[src/rtl/ercm_acc_pkg.sv]
// ercm_acc_pkg: shared state encoding, product width and vector-length normalisation
package ercm_acc_pkg;
    typedef enum logic [1:0] {IDLE, ACC, HOLD} state_t;
    localparam int PROD_W = 16;
    // A programmed length of 0 means a one-beat vector.
    function automatic logic [31:0] len_norm(input logic [31:0] l);
        return (l == 32'd0) ? 32'd1 : l;
    endfunction
endpackage

[src/rtl/ercm_acc_add.sv]
// ercm_acc_add: ACC_W-bit accumulate adder with carry out; clamps to all-ones when ERCM_ACC_SAT_EN is defined
// ports: a (running sum), b (16-bit product), sum (next sum), co (carry out of ACC_W bits)
module ercm_acc_add
    import ercm_acc_pkg::*;
#(
    parameter int ACC_W = 24
) (
    input  logic [ACC_W-1:0]  a,
    input  logic [PROD_W-1:0] b,
    output logic [ACC_W-1:0]  sum,
    output logic              co
);
    logic [ACC_W:0] full;
    assign full = {1'b0, a} + (ACC_W+1)'(b);
    assign co   = full[ACC_W];
`ifdef ERCM_ACC_SAT_EN
    // Once clamped, any further nonzero beat carries again, so the sum sticks at max.
    assign sum  = co ? '1 : full[ACC_W-1:0];
`else
    assign sum  = full[ACC_W-1:0];
`endif
endmodule

[src/rtl/ercm8_prod_acc.sv]
// ercm8_prod_acc: accumulates cfg_len product beats into one dot-product result with overflow flags
// ports: clk/rst (sync active-high), clr (abort, keeps ovf_sticky), cfg_len (beats per vector, 0 = 1),
//        in_vld/in_rdy/in_dat (product stream), out_vld/out_rdy/out_dat/out_ovf (result), ovf_sticky, busy
// macro: ERCM_ACC_SAT_EN selects saturating instead of wrapping accumulation
module ercm8_prod_acc
    import ercm_acc_pkg::*;
#(
    parameter int ACC_W = 24,
    parameter int CNT_W = 8
) (
    input  logic              clk,
    input  logic              rst,
    input  logic [CNT_W-1:0]  cfg_len,
    input  logic              clr,
    input  logic              in_vld,
    output logic              in_rdy,
    input  logic [PROD_W-1:0] in_dat,
    output logic              out_vld,
    input  logic              out_rdy,
    output logic [ACC_W-1:0]  out_dat,
    output logic              out_ovf,
    output logic              ovf_sticky,
    output logic              busy
);
    state_t           state_q, state_d;
    logic [ACC_W-1:0] acc_q, acc_d, sum;
    logic [CNT_W-1:0] cnt_q, cnt_d, len_q, len_d, len_in;
    logic             ovf_cur_q, ovf_cur_d, sticky_q, sticky_d, co, take;

    ercm_acc_add #(.ACC_W(ACC_W)) u_add (.a(acc_q), .b(in_dat), .sum(sum), .co(co));

    assign len_in     = CNT_W'(len_norm(32'(cfg_len)));
    // in_rdy is held low through the reset cycle itself.
    assign in_rdy     = ~rst & (state_q != HOLD);
    assign take       = in_vld & in_rdy;
    assign out_vld    = state_q == HOLD;
    assign out_dat    = acc_q;
    assign out_ovf    = ovf_cur_q;
    assign ovf_sticky = sticky_q;
    assign busy       = state_q != IDLE;

    always_comb begin
        state_d   = state_q;
        acc_d     = acc_q;
        cnt_d     = cnt_q;
        len_d     = len_q;
        ovf_cur_d = ovf_cur_q;
        sticky_d  = sticky_q;
        case (state_q)
            IDLE: if (take) begin
                acc_d     = ACC_W'(in_dat);
                cnt_d     = CNT_W'(1);
                len_d     = len_in;
                ovf_cur_d = 1'b0;
                state_d   = (len_in == CNT_W'(1)) ? HOLD : ACC;
            end
            ACC: if (take) begin
                acc_d     = sum;
                ovf_cur_d = ovf_cur_q | co;
                sticky_d  = sticky_q | co;
                cnt_d     = cnt_q + CNT_W'(1);
                state_d   = (cnt_d == len_q) ? HOLD : ACC;
            end
            HOLD: state_d = out_rdy ? IDLE : HOLD;
            default: state_d = IDLE;
        endcase
        // Abort beats any same-cycle accept; the sticky flag survives it.
        if (clr) begin
            state_d   = IDLE;
            acc_d     = '0;
            cnt_d     = '0;
            len_d     = '0;
            ovf_cur_d = 1'b0;
        end
    end

    always_ff @(posedge clk) begin
        if (rst) begin
            state_q   <= IDLE;
            acc_q     <= '0;
            cnt_q     <= '0;
            len_q     <= '0;
            ovf_cur_q <= 1'b0;
            sticky_q  <= 1'b0;
        end else begin
            state_q   <= state_d;
            acc_q     <= acc_d;
            cnt_q     <= cnt_d;
            len_q     <= len_d;
            ovf_cur_q <= ovf_cur_d;
            sticky_q  <= sticky_d;
        end
    end
endmodule

[config.mk]
export PLATFORM = sky130hd
export DESIGN_NAME = ercm8_prod_acc
export DESIGN_NICKNAME = d
export VERILOG_FILES = /design/src/rtl/ercm_acc_pkg.sv /design/src/rtl/ercm_acc_add.sv /design/src/rtl/ercm8_prod_acc.sv
export SDC_FILE = /design/constraint.sdc
export NUM_CORES = 1
export LEC_CHECK = 0
export ABC_AREA = 1
export CORE_MARGIN = 1
export CORE_UTILIZATION = 40
export CTS_CLUSTER_SIZE = 30
export DETAILED_ROUTE_END_ITERATION = 10
export HOLD_SLACK_MARGIN = 0.12
export PLACE_DENSITY = 0.71
export SLEW_MARGIN = 15
export SYNTH_ARGS = -nofsm -noshare
export SYNTH_HDL_FRONTEND = slang
export SYNTH_SLANG_ARGS = --single-unit
[constraint.sdc]
create_clock -name clk -period 6.2 [get_ports clk]
set_clock_uncertainty 0.2 [all_clocks]
set_input_delay 0.93 -clock clk [delete_from_list [all_inputs] [get_ports clk]]
set_output_delay 0.93 -clock clk [all_outputs]
set_load 0.1 [all_outputs]
Word level (Yosys, flattened, before mapping)
Index checks and enable logic that the tools add are counted.
W data, S select, Z words.
{ "word_totals": {"regBits": 44, "in_bits": 29, "out_inout_bits": 29} }
{ "op_classes": {"add_sub_neg": 2, "n_eq_ne": 7, "n_mux": 16, "bitwise_logic": 5, "n_reduce_logical": 9} }
{ "ops": {"columns": ["op", "count"], "rows": [
  ["$mux W24", 2],
  ["$pmux W24 S2", 1],
  ["$add A24 B16 Y25", 1],
  ["$mux W8", 3],
  ["$pmux W8 S2", 1],
  ["$mux W2", 5],
  ["$add A8 B1 Y8 const B", 1],
  ["$eq A8 B1 Y1 const B", 1],
  ["$eq A8 B8 Y1", 1],
  ["$logic_not A8 Y1", 1],
  ["$ne A2 B2 Y1 const B", 3],
  ["$pmux W2 S3", 1],
  ["$reduce_and A2 Y1", 3],
  ["$reduce_bool A2 Y1", 2],
  ["$reduce_and A3 Y1", 1],
  ["$and A1 B1 Y1", 2],
  ["$eq A2 B1 Y1 const B", 1],
  ["$eq A2 B2 Y1 const B", 1],
  ["$logic_not A2 Y1", 1],
  ["$mux W1", 2],
  ["$or A1 B1 Y1", 2],
  ["$pmux W1 S2", 1],
  ["$reduce_or A2 Y1", 1],
  ["$not A1 Y1", 1]
]} }

Logic depth before layout (Yosys ltp)
Gate-level depths: netlist of run 1.
{ "logic_depth": {"ltp_word": 6, "depth_mapped": 14, "mapped_depth_nobuf": 14} }

By module
From an unflattened synthesis of run 1, not the netlist that was laid out.
{ "unflattened": {"hier_cells": 624, "hier_area_um2": 3648.5} }
{ "modules_own_cells": {"columns": ["mod", "n_inst", "cells_each", "area_each_um2", "seq_area_each_um2"], "rows": [
  ["ercm8_prod_acc", 1, 326, 2160.8, 880.8],
  ["ercm_acc_add", 1, 298, 1487.7, 0.0]
]} }

Least setup slack after synthesis of run 1
No wires, ideal clock.
{ "synth_path": {"path_type": "register -> output", "startpoint": "register state_q[1]", "endpoint": "output in_rdy", "t_arrival_ns": 2.764, "setup_slack_ns": 2.306, "path_stages_with_launch": 4, "cell_sequence": "dfxtp_1 inv_1 nor2_1 nor2_1"} }
{ "synth_between": {"elab_chain_len": 2} }
{ "synth_rtl": {"columns": ["element", "line", "rtl"], "rows": [
  ["start, declared", "ercm8_prod_acc.sv:25", "state_t state_q, state_d;"],
  ["start signal, assigned", "ercm8_prod_acc.sv:86", "state_q <= state_d;"],
  ["$ne A2 B2 Y1", "ercm8_prod_acc.sv:34", "assign in_rdy = ~rst & (state_q != HOLD);"],
  ["$and A1 B1 Y1", "ercm8_prod_acc.sv:34", null],
  ["end, declared", "ercm8_prod_acc.sv:16", "output logic in_rdy,"]
]} }
Every way passes these cells.

Worst setup path after layout of run 1
{ "layout_path": {"startpoint": "input rst", "endpoint": "output in_rdy"} }
{ "layout_between": {"elab_chain_len": 2} }
{ "layout_rtl": {"columns": ["element", "line", "rtl"], "rows": [
  ["start, declared", "ercm8_prod_acc.sv:12", "input logic rst,"],
  ["$not A1 Y1", "ercm8_prod_acc.sv:34", null],
  ["$and A1 B1 Y1", "ercm8_prod_acc.sv:34", null]
]} }
Every way passes these cells.

==> flow_metrics.py, run 1 <==
metrics = {
    "logic_synthesis": {
        "ys_warn_count": 0,
        "synth_area_per_cell_um2": 6.31,
        "synth.area.top_cells": "dfxtp_1 (27%), nand2_1 (19%), inv_1 (7.5%)",
        "synth.distinct_cells": 41,
        "yosysTopAreaCellShare_pct": 27.1,
        "post_synth_instance_area_um2": 3250,
        "synth_top_cell_by_area": "dfxtp_1",
        "synth-seq-cells": 44,
        "yosysSeqAreaShare_pct": 27.1,
        "syn_inst": 516,
        "synth_fp_nets": 563,
    },
    "worst_setup_path": {
        "cpLargestDelayFamily": "buffers and inverters",
        "worstPathMaxFanout": 4,
        "required_ps": 5070,
        "slowest_stage": "clkdlybuf4s50_1",
        "crit_path_max_incr_delay_ps": 1140,
        "cp_data_arrival_time_ps": 2680,
        "cp-end-kind": "primary output",
        "cpMostUsedCell": "clkdlybuf4s50_1",
        "path_class": "input port to primary output",
        "crit_path_start_kind": "input port",
        "path_cells": "clkdlybuf4s50_1, nor2_1, clkdlybuf4s50_1",
        "worst-path-buf-inv": 2,
        "rrSetupSlack_ps": 3620,
    },
    "timing": {
        "tightest_slew_ps": 1130,
        "whs_ps": 268,
        "slew_violations": 0,
        "hold_viol": 0,
        "fmax_mhz": 263,
        "min_period_ps": 3810,
        "worst_slack_ps": 2390,
        "setup-violations-final": 0,
        "tns_ps": 0,
        "finalCritPeriodShare_pct": 61.4,
        "grt_setup_unrepaired": "no",
        "relSlewSlack_pct": 24.7,
    },
    "clock_tree": {
        "numCtsBuffers": 5,
        "clk_pin_slew_ps": 90,
        "cts_setup_buffers": 0,
        "cts.path.max_buffers": 2,
        "h-tree-depth": 2,
        "cts_tree": "built",
        "cts_hold_buf": 0,
        "cts_root_buffer": "clkbuf_8",
        "post_cts_resized": 0,
        "clock_latency_ps": 310,
        "clock-sinks": 44,
    },
    "floorplan": {
        "die_width_um": 92.2,
        "fp-row-count": 32,
        "io-pin-count": 58,
        "initial_core_util_pct": 41.7,
        "core-area_um2": 7810,
        "die_h_um": 92.2,
        "die_area_um2": 8500,
    },
    "place": {
        "dpl.cell_count": 664,
        "globalplace.congestion": 0.864,
        "dpl_cell_area_um2": 3890,
        "dp_slack_ps": 2380,
        "io_buffers": 57,
        "dp_hpwl_um": 6120,
    },
    "global_routing": {
        "grt_max_degree": 31,
        "grt_pass1_vias": 3247,
        "grt_pass1_wl_um": 14300,
        "grt_usage_pct": 20.6,
        "antenna_found_initial": 0,
        "gr-total-overflow": 0,
    },
    "drt": {
        "drtIter0Drc": 115,
        "drt-total-wl_um": 8240,
        "via_per_inst": 5.05,
        "dr.pass1.iters": 4,
        "wl_per_cell_um": 12.3,
        "dr_total_vias": 3387,
        "detail-route-antenna-nets": 0,
        "drc": 0,
    },
    "power_and_ir_drop": {
        "p_sw_share_pct": 28.7,
        "fin_total_pwr_uw": 692,
        "leakage_nw": 1.71,
        "p_seq_share_pct": 42.1,
        "netSwitchingPower_uw": 199,
        "comb_power_share_pct": 19.1,
        "power_density_nw_per_um2": 172,
        "irDropWorstVdd_mv": 0.141,
        "clkPwrFrac_pct": 38.8,
        "p_int_uw": 493,
    },
    "final_layout": {
        "n_antenna_cell": 0,
        "stdcell_count": 671,
        "layout-drive-gt1-share_pct": 7.38,
        "final_nets": 616,
        "fillers": 777,
        "syn_to_final_growth_pct": 23.5,
        "final_util_pct": 51.5,
        "finish.instance_area_um2": 4020,
    },
    "run": {
        "maxCapViolCount": 0,
    },
    "min_path": {
        "worstHoldPathType": "flip-flop to flip-flop",
    },
    "run_status": {
        "outcome": "finished, final reports clean",
    },
}
power groups by stage:
stage | clock network [mW] | registers [mW] | logic [mW]
floorplan | 0 | 0.316 | 0.0726
global placement | 0 | 0.298 | 0.129
detailed placement | 0 | 0.298 | 0.131
CTS | 0.272 | 0.292 | 0.132
global route | 0.285 | 0.292 | 0.145
finish | 0.269 | 0.292 | 0.132
cells by family after synthesis:
kind of cell               count (synthesis)  share of synthesized area (%)
buffers and inverters                     82                           10.1
xor gates and xnor gates                   9                           2.42
AOI/OAI and AO/OA                         76                           13.3
DFF                                       44                           27.1
and+or+nand+nor                          287                           39.9
adders and majority gates                 18                           7.15
state kept, by name, indices dropped and copies added (netlist names):
register / flops
out_dat: 24
cnt_q: 8
len_q: 8
state_q: 2
out_ovf: 1
ovf_sticky: 1
worst register-to-register path: cells and delay by family, from the launching register on:
| kind | cells | cell delay, ps |
|---|---|---|
| compound gates | 2 | 370 |
| buf+inv | 2 | 640 |
| flops | 1 | 430 |
| simple gates | 1 | 830 |
synthesized netlist by cell type (all sizes together):
library cell and instances:
nand2 173, inv 70, nor2 46, a21oi 45, nand3 45, dfxtp 44
ha 17, o21ai 13, buf 9, a31oi 8, nor3 7, xor2 7
a22o 6, nand3b 4, nand4 4, and2 2, and3 2, clkbuf 2
o21bai 2, or2 2, xnor2 2, a21boi 1, clkinv 1, fa 1
nor4 1, nor4b 1, o211ai 1
area by class of cell:
type | count | area, um^2 | area share (%)
multi-input combinational | 390 | 2040 | 50.9
sequential | 44 | 881 | 21.9
timing repair buffer | 57 | 571 | 14.2
inverter | 71 | 267 | 6.63
tap | 102 | 128 | 3.18
clock buffer | 5 | 68.8 | 1.71
clock inverter | 2 | 60.1 | 1.49
layer usage:
metal	track usage (%)	vias up	routed length, um
li1	-	1764	-
met1	26.2	1552	3960
met2	35.6	63	3870
met3	3.73	8	324
met4	5.47	0	91
met5	0	-	0
path summary, 6_finish.rpt:
path              startpoint         end  cells after the start
hold reg to reg   ovf_sticky  ovf_sticky                      2
hold / removal    ovf_sticky  ovf_sticky                      2
setup / recovery         rst      in_rdy                      3
setup reg to reg  state_q[1]  state_q[1]                      5
cell usage in the layout, fill, tap and decap left out, drive strengths merged, types with 2 or more instances in the layout:
master           n
a21oi           45
a22o             6
a31oi            8
and2             2
and3             2
bufinv           2
clkbuf           5
clkdlybuf4s50   57
dfxtp           44
ha              17
inv             70
nand2          173
nand3           45
nand3b           4
nand4            4
nor2            46
nor3             7
o21ai           13
o21bai           2
or2              2
xnor2            2
xor2             7
No activity file was read; power rests on OpenSTA's default activity.
==> inputs of run 2 (changes only) <==
- clock period: 6.2 -> 3.8 ns (I/O delays scaled with it)
==> flow_metrics.py, run 2 (synthesis gave the netlist of run 1 again) <==
metrics = {
    "clock_tree": {
        "clock-sinks": 44,
        "cts.path.max_buffers": 2,
        "cts_root_buffer": "clkbuf_8",
        "cts_tree": "built",
        "post_cts_resized": 0,
        "clock_latency_ps": 300,
        "numCtsBuffers": 5,
        "cts_hold_buf": 0,
        "clk_pin_slew_ps": 90,
        "cts_setup_buffers": 0,
        "h-tree-depth": 2,
    },
    "drt": {
        "dr_total_vias": 3395,
        "dr.pass1.iters": 5,
        "via_per_inst": 5.02,
        "wl_per_cell_um": 12.2,
        "detail-route-antenna-nets": 0,
        "drc": 0,
        "drtIter0Drc": 169,
        "drt-total-wl_um": 8280,
    },
    "final_layout": {
        "layout_common_cells": "nand2_1 (162), inv_1 (65), clkdlybuf4s50_1 (54), dfxtp_1 (44), a21oi_1 (42)",
        "layout-drive-gt1-share_pct": 8.71,
        "final_nets": 620,
        "n_antenna_cell": 0,
        "largest_reg_flops": 24,
        "syn_to_final_growth_pct": 23.9,
        "mostFrequentLayoutCell": "nand2_1",
    },
    "floorplan": {
        "die_h_um": 92.2,
        "core-area_um2": 7810,
        "die_width_um": 92.2,
        "initial_core_util_pct": 41.7,
        "die_area_um2": 8500,
        "fp-row-count": 32,
        "io-pin-count": 58,
    },
    "timing": {
        "grt_setup_unrepaired": "no",
        "tns_ps": 0,
        "fmax_mhz": 369,
        "relSlewSlack_pct": 34.9,
        "whs_ps": 266,
        "tightest_slew_ps": 973,
        "hold_viol": 0,
        "finalCritPeriodShare_pct": 71.4,
        "min_period_ps": 2710,
        "worst_slack_ps": 1090,
        "slew_violations": 0,
        "setup-violations-final": 0,
    },
    "global_routing": {
        "antenna_found_initial": 0,
        "grt_usage_pct": 20.6,
        "gr-total-overflow": 0,
        "grt_max_degree": 25,
        "grt_pass1_wl_um": 14400,
        "grt_pass1_vias": 3220,
    },
    "place": {
        "globalplace.congestion": 0.868,
        "io_buffers": 57,
        "dp_slack_ps": 848,
        "dp_hpwl_um": 6270,
    },
    "power_and_ir_drop": {
        "irDropWorstVdd_mv": 0.141,
        "leakage_nw": 1.73,
        "power_density_nw_per_um2": 269,
    },
    "worst_setup_path": {
        "timing.rr.start": "out_dat[0]",
        "crit_path_start_kind": "flip-flop",
        "slowest_stage": "clkdlybuf4s50_1",
        "required_ps": 3030,
        "worstPathMaxFanout": 7,
        "cp-end-kind": "primary output",
        "startpoint": "out_dat[16]",
        "cpLargestDelayFamily": "buffers and inverters",
        "worst-path-buf-inv": 1,
        "path_class": "flip-flop to primary output",
        "cp_data_arrival_time_ps": 1940,
        "crit_path_max_incr_delay_ps": 1180,
        "path_cells": "clkdlybuf4s50_1",
    },
    "min_path": {
        "worstHoldPathType": "flip-flop to flip-flop",
        "worstHoldStart": "ovf_sticky",
    },
    "run": {
        "maxCapViolCount": 0,
    },
    "run_status": {
        "outcome": "finished, final reports clean",
    },
}
==> run 2: worst paths after layout <==
check	cells after the start	endpoint	slack, ps
max	1	out_dat[16]	1090
min	2	ovf_sticky	270
max reg2reg	12	ovf_sticky	1530
min reg2reg	2	ovf_sticky	270
==> run 2: per-stage QoR <==
step	util, %	area (um^2)	instances	total power, mW
floorplan	-	3250	516	0.634
global placement	50.1	3910	668	0.701
detailed placement	50.1	3910	668	0.704
CTS	51.7	4030	676	1.09
global route	51.7	4030	676	1.14
finish	51.7	4030	676	1.08
==> run 2: area by class of cell <==
cell class,count,area (um^2)
Tap cell,102,128
Sequential cell,44,881
Clock inverter,2,38.8
Fill cell,804,3770
Multi-Input combinational cell,390,2040
Timing Repair Buffer,61,593
Inverter,71,267
Clock buffer,6,82.6
==> run 2: metal layers <==
metal / vias up / part of all wire, % / track usage (%)
met5: - / 0 / 0
met4: 0 / 1.5 / 5.73
met3: 14 / 4.1 / 2.74
met2: 80 / 47 / 34.3
met1: 1524 / 47 / 27.6
li1: 1777 / - / -
==> run 2: power breakdown <==
group	internal (mW)	switching, mW
sequential	0.469	0.00742
combinational	0.0788	0.139
clock	0.215	0.175
